**config.mk**
```make
export PLATFORM = sky130hd
export DESIGN_NAME = symbol_mux_821
export DESIGN_NICKNAME = d
export VERILOG_FILES = /design/src/rtl/symbol_pkg.sv /design/src/rtl/symbol_sel_mux.sv /design/src/rtl/symbol_mux_821.sv
export SDC_FILE = /design/constraint.sdc
export NUM_CORES = 1
export LEC_CHECK = 0
export BUFFER_PORTS_ARGS = -buffer_cell sky130_fd_sc_hd__buf_2
export CORE_UTILIZATION = 45
export DETAILED_ROUTE_END_ITERATION = 8
export PLACE_DENSITY = 0.71
export SKIP_CTS_REPAIR_TIMING = 1
export SLEW_MARGIN = 20
export SYNTH_ARGS = -nofsm -noshare
export SYNTH_HDL_FRONTEND = slang
export SYNTH_SLANG_ARGS = --single-unit
```
**constraint.sdc**
```tcl
create_clock -name clk -period 1.87 [get_ports clk]
set_input_delay 0.374 -clock clk [delete_from_list [all_inputs] [get_ports clk]]
set_output_delay 0.374 -clock clk [all_outputs]
set_load 0.01 [all_outputs]
```
**src/rtl/symbol_pkg.sv**
```systemverilog
// Shared definitions for the byte-to-symbol serializer.
package symbol_pkg;

    // Symbol width used when an instance does not override it.
    localparam int SYM_W_DEFAULT = 4;

    // Width of one input byte (two symbols).
    localparam int BYTE_W = 2 * SYM_W_DEFAULT;

    // Serializer states: no byte held, low symbol presented, high symbol presented.
    typedef enum logic [1:0] {
        IDLE = 2'd0,
        LOW  = 2'd1,
        HIGH = 2'd2
    } sm_state_t;

endpackage

```
**src/rtl/symbol_sel_mux.sv**
```systemverilog
// Combinational 2:1 symbol selector: sel=0 picks the low half, sel=1 the high half.
module symbol_sel_mux #(
    parameter int SYM_W = 4
) (
    input  logic [SYM_W-1:0] lo,
    input  logic [SYM_W-1:0] hi,
    input  logic             sel,
    output logic [SYM_W-1:0] data
);

    genvar gi;
    generate
        for (gi = 0; gi < SYM_W; gi++) begin : g_bit
            // Per-bit select so the mux maps directly onto LUTs.
            assign data[gi] = sel ? hi[gi] : lo[gi];
        end
    endgenerate

endmodule

```
**src/rtl/symbol_mux_821.sv**
```systemverilog
// Byte-to-symbol serializer: each accepted byte is emitted as two symbols,
// low half first, with zero-bubble handoff between consecutive bytes.
module symbol_mux_821
    import symbol_pkg::*;
#(
    parameter int SYM_W = SYM_W_DEFAULT
) (
    input  logic               clk,
    input  logic               reset,
    input  logic [2*SYM_W-1:0] inData,
    input  logic               inValid,
    input  logic               inLast,
    output logic               inReady,
    output logic [SYM_W-1:0]   outData,
    output logic               outSel,
    output logic               outValid,
    output logic               outLast,
    input  logic               outReady
);

    sm_state_t          state_reg, state_next;
    logic [2*SYM_W-1:0] byte_reg, byte_next;
    logic               last_reg, last_next;

    logic               ready_int;
    logic               valid_int;
    logic               sel_int;
    logic               last_out_int;
    logic [SYM_W-1:0]   mux_data;

    // Next-state and output decode; the held byte is only replaced on an input transfer.
    always_comb begin
        state_next   = state_reg;
        byte_next    = byte_reg;
        last_next    = last_reg;
        ready_int    = 1'b0;
        valid_int    = 1'b0;
        sel_int      = 1'b0;
        last_out_int = 1'b0;
        case (state_reg)
            IDLE: begin
                ready_int = 1'b1;
                if (inValid) begin
                    byte_next  = inData;
                    last_next  = inLast;
                    state_next = LOW;
                end
            end
            LOW: begin
                valid_int = 1'b1;
                if (outReady) begin
                    state_next = HIGH;
                end
            end
            HIGH: begin
                valid_int    = 1'b1;
                sel_int      = 1'b1;
                last_out_int = last_reg;
                // Accept the next byte only when the high symbol leaves this cycle.
                ready_int    = outReady;
                if (outReady) begin
                    if (inValid) begin
                        byte_next  = inData;
                        last_next  = inLast;
                        state_next = LOW;
                    end else begin
                        state_next = IDLE;
                    end
                end
            end
            default: begin
                state_next = IDLE;
            end
        endcase
    end

    // State and held-byte registers with synchronous reset that drops any held byte.
    always_ff @(posedge clk) begin
        if (reset) begin
            state_reg <= IDLE;
            byte_reg  <= '0;
            last_reg  <= 1'b0;
        end else begin
            state_reg <= state_next;
            byte_reg  <= byte_next;
            last_reg  <= last_next;
        end
    end

    symbol_sel_mux #(
        .SYM_W (SYM_W)
    ) u_sel_mux (
        .lo   (byte_reg[SYM_W-1:0]),
        .hi   (byte_reg[2*SYM_W-1:SYM_W]),
        .sel  (sel_int),
        .data (mux_data)
    );

    // Outputs are forced quiet for the whole time reset is held.
    assign inReady  = ready_int    & ~reset;
    assign outValid = valid_int    & ~reset;
    assign outSel   = sel_int      & ~reset;
    assign outLast  = last_out_int & ~reset;
    assign outData  = reset ? '0 : mux_data;

endmodule
```
==> results.py <==
metrics = {
    "timing": {
        "finalSetupTns_ps": 0,
        "fin_crit_ps": 1740,
        "maxSlewViolCount": 0,
        "relSlewSlack_pct": 80.5,
        "hold_viol": 0,
        "setup_slack_ps": 131,
        "rsz0062_at_grt": "false",
        "min_period_over_period_pct": 93.0,
        "fmax_mhz": 575,
        "fin_skew_ps": 4.35,
        "worstMarginPinSlew_ps": 292,
        "holdWs_ps": 354,
        "setup_violations": 0,
    },
    "logic_synthesis": {
        "netlist_area_um2": 664,
        "synth_cells": 75,
        "seq_area_frac_synth_pct": 33.1,
        "ys_warn_count": 0,
        "avgSynthCellArea_um2": 8.86,
        "ys_ff_latch": 11,
        "synth_fp_nets": 94,
        "ys_types": 22,
    },
    "final_layout": {
        "instances_no_fill": 113,
        "drive_gt1_share_pct": 36.7,
        "antennaDiodeCount": 0,
        "syn2layout_area_growth_pct": 23.9,
        "fillers": 130,
        "largest_register_ffs": 8,
        "layout_common_cells": "nand2_1, buf_2, mux2i_1",
        "final_nets": 118,
    },
    "route": {
        "ant_nets": 0,
        "wl_per_cell_um": 11.5,
        "via_per_inst": 4.87,
        "vias": 550,
        "routed_wl_um": 1300,
        "drc_errors": 0,
        "first_pass_iters": 4,
        "drt_iter0_drc": 9,
    },
    "power": {
        "p_leak_uw": 0.000393,
        "power.total_uw": 648,
        "p_per_area_nw_per_um2": 787,
        "ir_worst_vdd_mv": 0.490,
    },
    "global_routing": {
        "grt_pass1_wl_um": 1940,
        "track_usage_pct": 18.2,
        "grt_max_degree": 15,
        "antenna_found_initial": 0,
        "grt_pass1_vias": 462,
        "overflow": 0,
    },
    "placement": {
        "post-place-ws_ps": 140,
        "numPortBuffers": 20,
        "dp.cells": 109,
        "gp_congestion": 0.718,
        "place_hpwl_um": 938,
    },
    "flow_run": {
        "cap_viol_max_count": 0,
    },
    "floorplanning": {
        "io_pins": 21,
        "die_width_um": 40.4,
        "die_y_um": 40.4,
        "rows": 13,
        "core_area_um2": 1330,
        "die-area_um2": 1630,
        "initial_core_util_pct": 49.8,
    },
    "setup_path": {
        "arrival_ps": 1360,
        "cpPeakStageDelay_ps": 370,
        "cp-end-kind": "primary output",
        "crit_fanout": 10,
        "path_cells": "inv_2 > ha_4 > nor2b_2 > and2_1 > buf_2",
        "cp_data_required_time_ps": 1500,
        "cp-start-kind": "flip-flop",
        "crit_slowest_cell": "dfxtp_2",
        "path_class": "reg -> out",
    },
    "clocking": {
        "tritoncts": "built",
        "clkLatencyLatePin_ps": 270,
        "cts.clk_slew.worst_paths_ps": 70,
        "cts.path.max_buffers": 2,
        "cts_max_level": 1,
        "cts.sinks": 11,
        "clockRootBuffer": "clkbuf_4",
        "numCtsBuffers": 3,
    },
    "worst_hold_path": {
        "min_path_type": "in -> reg",
    },
    "run_status": {
        "status": "completed",
    },
}
## report_power, final
group          leakage (µW)  switching [µW]  internal (µW)
clock network     0.0000150            76.5           82.6
logic              0.000287             104            102
registers         0.0000912            18.9            264
## synth_stat cells
master / n / area, µm²
a211o_1: 1 / 8.76
a211oi_1: 1 / 7.51
a21boi_2: 1 / 11.3
a21oi_1: 1 / 5.00
a41o_1: 1 / 10.0
and2_1: 1 / 6.26
buf_2: 1 / 5.00
buf_6: 2 / 22.5
clkbuf_1: 1 / 3.75
clkinv_1: 1 / 3.75
dfxtp_1: 11 / 220
ha_1: 6 / 75.1
inv_1: 2 / 7.51
mux2i_1: 13 / 130
nand2_1: 20 / 75.1
nand2b_1: 1 / 6.26
nand2b_4: 1 / 13.8
nor2_1: 5 / 18.8
nor2b_1: 2 / 12.5
o2111ai_1: 1 / 8.76
o21ai_0: 1 / 5.00
o21bai_1: 1 / 7.51
## area by class of cell
cell class	count	area, µm²	area share, %
clock buffer	4	26.3	3.19
sequential	11	223	27.1
timing repair buffer	23	123	14.9
tap	15	18.8	2.28
inverter	3	11.3	1.37
multi-input combinational	57	422	51.2
## worst paths after layout
check | startpoint | end | slack, ps | cells past startpoint
hold reg to reg | byte_reg[3] | byte_reg[3] | 460 | 2
hold / removal | inData[3] | byte_reg[3] | 350 | 3
setup reg to reg | state_reg[0] | byte_reg[7] | 470 | 6
setup / recovery | state_reg[0] | outLast | 130 | 5
## critical path, delay by kind of cell, from the launching register on
family                   cells  cell delay, ps
AND/OR/NAND/NOR              2             310
flip-flops                   1             370
buffers and inverters        2             210
adder cells (fa/ha/maj)      1             200
## logic make-up (layout without fill, tap and decap cells)
group	count (synthesis)	count (layout)	share of synthesized area, %
fa+ha+maj	6	6	11.3
mux	13	13	19.6
compound gates	8	8	9.60
flops	11	11	33.1
buf+inv	7	30	6.40
simple gates	30	30	20.0
## through the flow
step	util (%)	cell area [µm²]
6_report	61.7	823
5_1_grt	61.7	823
4_1_cts	60.0	801
3_5_place_dp	58.1	774
3_3_place_gp	58.1	774
2_1_floorplan	-	664
## layer usage
layer | track usage [%] | up-vias | routed length (µm)
li1 | - | 297 | -
met2 | 29.0 | 18 | 574
met3 | 3.33 | 2 | 51
met5 | 0 | - | 0
met1 | 22.7 | 233 | 665
met4 | 10.0 | 0 | 6
No activity file was read; power rests on OpenSTA's default activity.
